**src/rtl/mainfsm_pkg.sv**
```systemverilog
// Shared encodings for the multicycle main controller: state codes, datapath
// mux selects, instruction classes and the control bundle.
package mainfsm_pkg;

    typedef enum logic [3:0] {
        FETCH    = 4'd0,
        DECODE   = 4'd1,
        MEMADR   = 4'd2,
        MEMREAD  = 4'd3,
        MEMWB    = 4'd4,
        MEMWRITE = 4'd5,
        EXECUTER = 4'd6,
        EXECUTEI = 4'd7,
        ALUWB    = 4'd8,
        BRANCH   = 4'd9,
        UNKNOWN  = 4'd10
    } statetype;

    localparam logic [1:0] SRCA_RN       = 2'b00;
    localparam logic [1:0] SRCA_PC       = 2'b01;
    localparam logic [1:0] SRCA_ALUOUT   = 2'b10;

    localparam logic [1:0] SRCB_RM       = 2'b00;
    localparam logic [1:0] SRCB_IMM      = 2'b01;
    localparam logic [1:0] SRCB_FOUR     = 2'b10;

    localparam logic [1:0] RES_ALUOUT    = 2'b00;
    localparam logic [1:0] RES_DATA      = 2'b01;
    localparam logic [1:0] RES_ALURESULT = 2'b10;

    localparam logic [1:0] OP_DP  = 2'b00;
    localparam logic [1:0] OP_MEM = 2'b01;
    localparam logic [1:0] OP_BR  = 2'b10;
    localparam logic [1:0] OP_UNK = 2'b11;

    typedef struct packed {
        logic       irwrite;
        logic       adrsrc;
        logic [1:0] alusrca;
        logic [1:0] alusrcb;
        logic [1:0] resultsrc;
        logic       aluop;
        logic       nextpc;
        logic       regw;
        logic       memw;
        logic       branch;
    } ctrl_t;

endpackage

```
**src/rtl/mainfsm_outdec.sv**
```systemverilog
// Moore output decode: maps the current state to the raw control bundle.
// Unlisted and illegal states drive everything low.
module mainfsm_outdec
    import mainfsm_pkg::*;
(
    input  statetype state,
    output ctrl_t    ctrl
);

    always_comb begin
        ctrl = '0;
        case (state)
            FETCH: begin
                ctrl.adrsrc    = 1'b0;
                ctrl.alusrca   = SRCA_PC;
                ctrl.alusrcb   = SRCB_FOUR;
                ctrl.resultsrc = RES_ALURESULT;
                ctrl.irwrite   = 1'b1;
                ctrl.nextpc    = 1'b1;
            end
            DECODE: begin
                ctrl.alusrca   = SRCA_PC;
                ctrl.alusrcb   = SRCB_FOUR;
                ctrl.resultsrc = RES_ALURESULT;
            end
            MEMADR: begin
                ctrl.alusrca = SRCA_RN;
                ctrl.alusrcb = SRCB_IMM;
            end
            MEMREAD: begin
                ctrl.adrsrc    = 1'b1;
                ctrl.resultsrc = RES_ALUOUT;
            end
            MEMWB: begin
                ctrl.resultsrc = RES_DATA;
                ctrl.regw      = 1'b1;
            end
            MEMWRITE: begin
                ctrl.adrsrc    = 1'b1;
                ctrl.resultsrc = RES_ALUOUT;
                ctrl.memw      = 1'b1;
            end
            EXECUTER: begin
                ctrl.alusrca = SRCA_RN;
                ctrl.alusrcb = SRCB_RM;
                ctrl.aluop   = 1'b1;
            end
            EXECUTEI: begin
                ctrl.alusrca = SRCA_RN;
                ctrl.alusrcb = SRCB_IMM;
                ctrl.aluop   = 1'b1;
            end
            ALUWB: begin
                ctrl.resultsrc = RES_ALUOUT;
                ctrl.regw      = 1'b1;
            end
            BRANCH: begin
                ctrl.alusrca   = SRCA_ALUOUT;
                ctrl.alusrcb   = SRCB_IMM;
                ctrl.resultsrc = RES_ALURESULT;
                ctrl.branch    = 1'b1;
            end
            default: ctrl = '0;
        endcase
    end

endmodule

```
**src/rtl/mainfsm.sv**
```systemverilog
// Multicycle main controller: state register, next-state logic and strobe gating.
// Define MAINFSM_MEMWAIT_EN to add the MemReady wait-state handshake.
module mainfsm
    import mainfsm_pkg::*;
(
    input  logic       clk,
    input  logic       reset,
    input  logic [1:0] Op,
    input  logic [5:0] Funct,
`ifdef MAINFSM_MEMWAIT_EN
    input  logic       MemReady,
`endif
    output logic       IRWrite,
    output logic       AdrSrc,
    output logic [1:0] ALUSrcA,
    output logic [1:0] ALUSrcB,
    output logic [1:0] ResultSrc,
    output logic       ALUOp,
    output logic       NextPC,
    output logic       RegW,
    output logic       MemW,
    output logic       Branch,
    output logic [3:0] State
);

    statetype state;
    ctrl_t    ctrl;
    logic     rdy;
    logic     unused_funct;

`ifdef MAINFSM_MEMWAIT_EN
    assign rdy = MemReady;
`else
    assign rdy = 1'b1;
`endif

    assign unused_funct = ^Funct[4:1];

    always_ff @(posedge clk or negedge reset) begin
        if (!reset) begin
            state <= FETCH;
        end else begin
            case (state)
                FETCH:    state <= rdy ? DECODE : FETCH;
                DECODE: begin
                    case (Op)
                        OP_MEM:  state <= MEMADR;
                        OP_DP:   state <= Funct[5] ? EXECUTEI : EXECUTER;
                        OP_BR:   state <= BRANCH;
                        default: state <= UNKNOWN;
                    endcase
                end
                MEMADR:   state <= Funct[0] ? MEMREAD : MEMWRITE;
                MEMREAD:  state <= rdy ? MEMWB : MEMREAD;
                MEMWB:    state <= FETCH;
                MEMWRITE: state <= rdy ? FETCH : MEMWRITE;
                EXECUTER: state <= ALUWB;
                EXECUTEI: state <= ALUWB;
                default:  state <= FETCH;
            endcase
        end
    end

    mainfsm_outdec u_outdec (
        .state (state),
        .ctrl  (ctrl)
    );

    // Reset holds the state at FETCH, so only the strobes need explicit gating.
    assign IRWrite   = reset & ctrl.irwrite & rdy;
    assign NextPC    = reset & ctrl.nextpc & rdy;
    assign RegW      = reset & ctrl.regw;
    assign MemW      = reset & ctrl.memw;
    assign Branch    = reset & ctrl.branch;
    assign AdrSrc    = ctrl.adrsrc;
    assign ALUSrcA   = ctrl.alusrca;
    assign ALUSrcB   = ctrl.alusrcb;
    assign ResultSrc = ctrl.resultsrc;
    assign ALUOp     = ctrl.aluop;
    assign State     = state;

endmodule

```
**config.mk**
```make
export PLATFORM = sky130hd
export DESIGN_NAME = mainfsm
export DESIGN_NICKNAME = d
export VERILOG_FILES = /design/src/rtl/mainfsm_pkg.sv /design/src/rtl/mainfsm_outdec.sv /design/src/rtl/mainfsm.sv
export SDC_FILE = /design/constraint.sdc
export NUM_CORES = 1
export LEC_CHECK = 0
export CAP_MARGIN = 20
export CELL_PAD_IN_SITES_DETAIL_PLACEMENT = 0
export CELL_PAD_IN_SITES_GLOBAL_PLACEMENT = 1
export CORE_ASPECT_RATIO = 0.8
export CORE_MARGIN = 8
export CORE_UTILIZATION = 19
export DETAILED_ROUTE_END_ITERATION = 16
export PLACE_DENSITY_LB_ADDON = 0.05
export SLEW_MARGIN = 20
export SYNTH_ARGS = -nofsm -noshare
export SYNTH_HDL_FRONTEND = slang
export SYNTH_SLANG_ARGS = --single-unit
```
**constraint.sdc**
```tcl
create_clock -name clk -period 1.2 [get_ports clk]
set_input_delay 0.18 -clock clk [delete_from_list [all_inputs] [get_ports clk]]
set_output_delay 0.18 -clock clk [all_outputs]
set_load 0.05 [all_outputs]
```
* After elaboration in Yosys (flattened, before gate mapping)
Cells that the tools add are included.
** Word-level totals
- Bits of input ports :: 10
- Bits in registers :: 4
- Output and inout bits :: 17
- Logic and storage cells :: 36
** Operators by class
- Muxes and demuxes :: 12
- Reduce and logical (&&, ||, !) cells :: 8
- Bitwise gates (word level) :: 4
- Equal/unequal tests :: 11
** Operators with widths (count)
- $pmux W4 S3 :: 2
- $pmux W4 S5 :: 1
- $eq A4 B3 Y1 const B :: 4
- $reduce_or A2 Y1 :: 5
- $eq A4 B2 Y1 const B :: 2
- $eq A4 B4 Y1 const B :: 2
- $mux W1 :: 7
- $and A1 B1 Y1 :: 4
- $eq A4 B1 Y1 const B :: 1
- $logic_not A4 Y1 :: 1
- $pmux W2 S2 :: 1
- $mux W3 :: 1
- $reduce_or A3 Y1 :: 1
- $eq A2 B1 Y1 const B :: 1
- $eq A2 B2 Y1 const B :: 1
- $logic_not A2 Y1 :: 1

* Longest topological paths before layout
- Depth after elaboration :: 4
- Depth in mapped cells :: 5
- Depth with buffers taken out :: 3

* Hierarchy
Synthesis repeated with hierarchy kept, for this count alone.
** Second synthesis, totals
- Cells, all modules :: 45
- Area, all modules :: 379.1 sq um
** Modules (own cells, without submodules)
- mainfsm :: sequential area each 100.1 sq um, area an instance 219.0 sq um, cells each 24, instances 1
- mainfsm_outdec :: sequential area each 0.0 sq um, area an instance 160.2 sq um, cells each 21, instances 1

* Least setup slack after synthesis
No wires, ideal clock.
- Path kind :: register to output
- Start point :: register state[1], in the netlist State[1]
- End point :: output NextPC
- Slack :: -1.440 ns
- Path buffers :: 2
- Arrival time :: 2.460 ns
- Stages on the path, launching flop included :: 6
- Path through :: dfrtp_1 > buf_2 > inv_1 > nand3_1 > nor3_1 > buf_4
** On the way
- Cells in the longest elaborated chain, start to end :: 3
** RTL lines
- from (decl) :: RTL line mainfsm.sv:26 : statetype state;
- from (signal assigned) :: RTL line mainfsm.sv:44 : FETCH: state <= rdy ? DECODE : FETCH;
- from (signal assigned) :: RTL line mainfsm.sv:48 : OP_DP: state <= Funct[5] ? EXECUTEI : EXECUTER;
- from (signal assigned) :: RTL line mainfsm.sv:53 : MEMADR: state <= Funct[0] ? MEMREAD : MEMWRITE;
- $logic_not A4 Y1
- $mux W1
- $and A1 B1 Y1
- to (decl) :: RTL line mainfsm.sv:19 : output logic NextPC,
No other way between the ends.

* Final worst setup path
- Start point :: register state[1], in the netlist State[1]
- End point :: output ALUSrcB[0]
** On the way
- Cells in the longest elaborated chain, start to end :: 3
- Elaborated cells between the ends (all ways) :: 8
** RTL lines
- $eq A4 B2 Y1, or another cell as far along :: RTL line mainfsm_outdec.sv:12 : case (state)
- $reduce_or A2 Y1 (no source line)
- $pmux W4 S3 * :: RTL line mainfsm_outdec.sv:12
- to (decl) :: RTL line mainfsm.sv:16 : output logic [1:0] ALUSrcB,
Every way passes the cells marked *; elsewhere a longest branch is shown, timed or not.

==> impl_metrics.yaml <==
clocking:
  tritoncts: "yes"
  cts_hold_buf: 0
  clk_pin_slew_ns: 0.04
  cts_max_level: 1
  numClockSinks: 4
  root_buffer: "clkbuf_4"
  clockBufferDepth: 2
  cts_made_buffers: 3
  clock_latency_ns: 0.24
worst_setup_path:
  slowest_stage: "dfrtp_2"
  cp-end-kind: "output port"
  crit_path_frequent_cell: "buf_6"
  cp.arrival_ns: 1.42
  cp-start-kind: "flop"
  max_stage_delay_ns: 0.42
  cp_cell_sequence: "buf_6 > inv_8 > buf_6 > o31ai_4 > buf_12"
  path_class: "reg2out"
  cp-startpoint: "State[1]$_DFF_PN0_"
  worst-path-max-fanout: 4
  worstPathRequired_ns: 1.02
  worstReg2RegStart: "State[0]$_DFF_PN0_"
synth:
  yosysWarnings: 0
  yosysMostFrequentCell: "nor3_1"
  ys_types: 24
  synthArstFlopShare: 1.00
  syn_area_um2: 324
  syn-num-nets: 52
  seq_area_frac_synth: 0.309
  yosysTopAreaCell: "dfrtp_1"
  synth_area_leaders: "dfrtp_1 31%, nor3_1 7.7%, nand2b_1 5.8%"
  ys_seq_elements: 4
  synth_edf_count: 0
  avgSynthCellArea_um2: 7.72
  ys.flop_type: "dfrtp_1"
  synth_common_cells: "5 x nor3_1, 4 x dfrtp_1, 4 x nor2_1"
  synthDominantCellAreaShare: 0.309
  postSynthCellCount: 42
sta:
  relSlewSlack: 0.823
  min_period_ns: 1.60
  rsz0062_at_grt: "yes"
  final-max-slew-violation-count: 0
  hold_viol: 0
  worst_slack_ns: -0.401
  max_freq_ghz: 0.625
  worst_pin_slew_ns: 0.264
  period_share: 1.33
  setup_viol: 16
  fin_worst_skew_ns: 0.00115
global_routing:
  grt.overflow.total: 0
  grt_pass1_vias: 498
  grt_max_degree: 9
  track_usage: 0.0891
  antenna_found_initial: 0
  grt_first_pass_wirelength_um: 2310
detailed_routing:
  first_pass_iters: 2
  drt_iter0_drc: 5
  postRouteAntennaNets: 0
  wl_met3_um: 54
  totalWireLength_um: 1450
  top_layer: "met4"
  via_per_inst: 4.51
  drt-met1-wl_um: 605
  vias: 487
  wl_per_cell_um: 13.4
  route.met2.wl_um: 762
  drc_errors: 0
final_layout:
  num-nets-final: 98
  diodes: 0
  fillers: 109
  areaGrowthSynthToFinish_pct: 252
  largest_reg_flops: 4
  drive_gt1_frac: 0.814
  multiInputGateArea_um2: 338
  fin_area_um2: 1140
  seq_area_um2: 105
status:
  status: "finished with violations"
  violations: "negative setup slack"
floorplan:
  die_h_um: 52.9
  start_util: 0.201
  fp-row-count: 13
  die_area_um2: 3290
  core_area_um2: 1610
  die_w_um: 62.2
  io_pins: 27
place:
  place_congestion: 0.695
  io_buffers: 22
  dpl_cell_area_um2: 953
  hpwl_um: 1160
run:
  cap_violations: 0
min_path:
  hold_path_class: "in2async"
## area by class of cell
type / instances / share of cell area
clock buffers: 3 / 0.0197
inverters: 3 / 0.0219
multi-input cells: 30 / 0.296
flip-flops and latches: 4 / 0.0921
well taps: 22 / 0.0241
repair buffers: 46 / 0.546
## critical path, delay by kind of cell, from the launching register on
family	cells	cell delay [ns]
DFF	1	0.42
AOI/OAI and AO/OA	1	0.30
buffers and inverters	4	0.46
## metal layers
| layer | vias up | global-route usage |
|---|---|---|
| li1 | 232 | - |
| met1 | 232 | 0.101 |
| met2 | 19 | 0.158 |
| met3 | 4 | 0.0189 |
| met4 | 0 | 0.0463 |
| met5 | - | 0 |
## cell families (layout without fill, tap and decap cells)
| kind of cell | Yosys count | in the layout | synth area share |
|---|---|---|---|
| xor gates and xnor gates | 2 | 2 | 0.0541 |
| buffers and inverters | 8 | 52 | 0.124 |
| AOI/OAI and AO/OA | 8 | 8 | 0.178 |
| DFF | 4 | 4 | 0.309 |
| and+or+nand+nor | 20 | 20 | 0.336 |
## path summary, 6_finish.rpt
check,to,slack [ns],depth (start not counted)
setup reg to reg,State[1]$_DFF_PN0_,-0.05,6
hold reg to reg,State[2]$_DFF_PN0_,0.66,2
min in group clk,State[0]$_DFF_PN0_,0.59,3
setup / recovery,ALUSrcB[0],-0.40,5
max in group asynchronous,State[0]$_DFF_PN0_,0.75,2
hold / removal,State[2]$_DFF_PN0_,0.32,2
## what timing repair did
item                       in CTS  in global routing
resized for setup              23                  5
setup endpoints to repair      14                 16
pin swaps                       6                  3
setup buffers                   2                  4
## placed cells by master, fill, tap and decap left out, types with 2 or more instances in the layout
master | Yosys | layout
nor3_4 | 0 | 4
nor2_1 | 4 | 2
clkdlybuf4s50_1 | 0 | 5
nand2_2 | 0 | 2
buf_4 | 2 | 11
nand2b_1 | 3 | 2
dfrtp_2 | 0 | 4
buf_6 | 0 | 12
clkbuf_4 | 0 | 3
nor2_4 | 0 | 2
buf_12 | 0 | 17
## stage by stage
step	util	TNS, ns	instances	hold WS [ns]	setup slack, ns
after floorplan	-	-4.69	42	-0.116	-0.562
after global placement	0.592	-1.65	99	0.567	-0.262
after detailed placement	0.592	-1.80	99	0.574	-0.270
after CTS	0.676	-3.90	104	0.331	-0.376
after global routing	0.709	-5.05	108	0.339	-0.426
final	0.709	-4.29	108	0.325	-0.401
Power is not shown: default switching activity piles up to over one toggle a cycle in this logic, so the estimate is an artifact.
==> variant: new RTL, config.mk and constraints unchanged <==
The option `MAINFSM_MEMWAIT_EN` is turned on by a define.
--- a/src/rtl/mainfsm.sv
+++ b/src/rtl/mainfsm.sv
@@ -1,4 +1,6 @@
 // Multicycle main controller: state register, next-state logic and strobe gating.
 // Define MAINFSM_MEMWAIT_EN to add the MemReady wait-state handshake.
+`define MAINFSM_MEMWAIT_EN
+
 module mainfsm
     import mainfsm_pkg::*;
Ports: changed (added MemReady); port bits go from 27 to 28. No check against the original RTL was run, so the function may have changed too.
==> variant against the unedited design <==
The flow still finishes with violations (negative setup slack). Synthesized area rose by 30%. Design area is 12% higher. Utilization decreased by 10 points. Wire length rose by 14%. Worst setup slack gained 0.097 ns. Sequential share of layout area decreased by 1.0 points. Sequential cell count unchanged. Count of clock-buffer cells in the layout stayed put. Critical path type unchanged.
==> variant: results (changes against the unedited design) <==
global_route:
  grt_max_degree: 9  # unchanged
  grt_pass1_wl_um: 2670  # +16%
  globalRouteTotalUtil_pct: 8.781  # -0.13 points
  grt_pass1_vias: 603  # +21%
drt:
  viasPerCell: 4.546  # +0.82%
  route.met3.wl_um: 104  # +93%
  wl_met1_um: 624  # +3.1%
  wire_per_inst_um: 12.67  # -5.4%
  firstDrtPassIters: 4  # +2
  drtIter0Drc: 7  # +2
  met2WireLength_um: 901  # +18%
clock_network:
  cts.repair.resized: 17  # -26%
  clock-root-buffer: "clkbuf_4"
  post-cts-setup-buffers: 8  # +6
placed_design:
  place_area_mm2: 0.001096  # +15%
  gp_congestion: 0.7398  # +6.4%
  port_buffers: 23  # +4.5%
  dp_hpwl_um: 1307  # +13%
timing:
  setup_viol: 18  # +2
  slew_headroom_pct: 82.53  # +0.18 points
  whs_ns: 0.06375  # -0.2612 ns
  finalClockSkew_ns: 0.002966  # +0.001815 ns
  layout_setup_ws_ns: -0.3043  # +0.09660 ns
logic_synthesis:
  yosysSeqAreaShare_pct: 23.74  # -7.1 points
  yosysMostFrequentCell: "nor2_1"
  synthTopCellsByArea: "dfrtp_1, nor3_1, nor2_1"
  synth_edf_count: 0  # unchanged
  yosys.cell_types.count: 28  # +17%
  yosys-top-cells-count: "nor2_1, nor3_1, buf_2, dfrtp_1, nand2b_1"
  syn_nets: 65  # +25%
  yosys.area.top_type_share_pct: 23.74  # -7.1 points
  yosys_warnings: 0  # unchanged
  synth_ff_type: "dfrtp_1"
cells_and_area:
  drive_gt1_share_pct: 80.00  # -1.4 points
  nets: 118  # +20%
setup_path:
  rr_startpoint: "State[3]"
  critPathTopFamily: "flip-flops"
  regToRegEndpoint: "State[2]"
  reg2reg_setup_slack_ns: -0.29  # -0.24 ns
  path_max_fanout: 6  # +2
  critPathArrivalTime_ns: 1.32  # -0.10 ns
  r2r_cells: 4  # -2
  max_stage_delay_ns: 0.44  # +0.02 ns
pwr:
  leakagePower_nw: 0.5460
run_status:
  status: "finished with violations"
  violations: "negative setup slack"
min_path:
  hold_class: "primary input to asynchronous set/reset pin"
==> variant: metrics by stage <==
step / worst slack [ns] / instances / power [mW] / util (%) / setup TNS, ns
after floorplan: -0.4126 / 54 / 2.029 / - / -4.253
after global placement: -0.2314 / 117 / 3.372 / 51.68 / -2.080
after detailed placement: -0.2815 / 117 / 3.374 / 51.68 / -2.257
after CTS: -0.3151 / 128 / 3.947 / 58.70 / -4.260
after global routing: -0.3453 / 130 / 4.234 / 60.47 / -5.141
final: -0.3043 / 130 / 4.040 / 60.47 / -4.244
==> variant: logic make-up after synthesis <==
family,Yosys count,share of synthesized area (%)
compound gates,10,17.80
xor+xnor,1,2.078
buf+inv,9,10.98
flops,4,23.74
simple gates,30,45.40
==> variant: area by class of cell <==
type,instances,area [um^2]
inverters,3,13.76
well taps,25,31.28
multi-input cells,41,444.2
fillers,189,838.3
flip-flops and latches,4,105.1
repair buffers,54,665.6
clock buffers,3,22.52
==> variant: how the worst max path moves through the flow <==
stage	start	to	slack, ns	cells after the start
2_1_floorplan	State[2]	ALUSrcB[1]	-0.41	3
3_3_place_gp	reset	IRWrite	-0.23	5
3_5_place_dp	reset	IRWrite	-0.28	5
4_1_cts	State[2]	ALUSrcA[0]	-0.32	3
5_1_grt	State[3]	ALUSrcB[0]	-0.35	4
6_report	State[2]	AdrSrc	-0.30	4
==> variant: report_power, final <==
group	internal, mW	switching [mW]
clock	0.112	0.0512
sequential	0.204	0.174
combinational	1.83	1.67
total	2.14	1.90
==> variant: per-layer routing <==
metal / global-route usage, % / vias up
met5: 0 / -
met4: 5.248 / 0
met3: 1.154 / 2
met2: 16.29 / 15
met1: 8.869 / 280
li1: - / 294
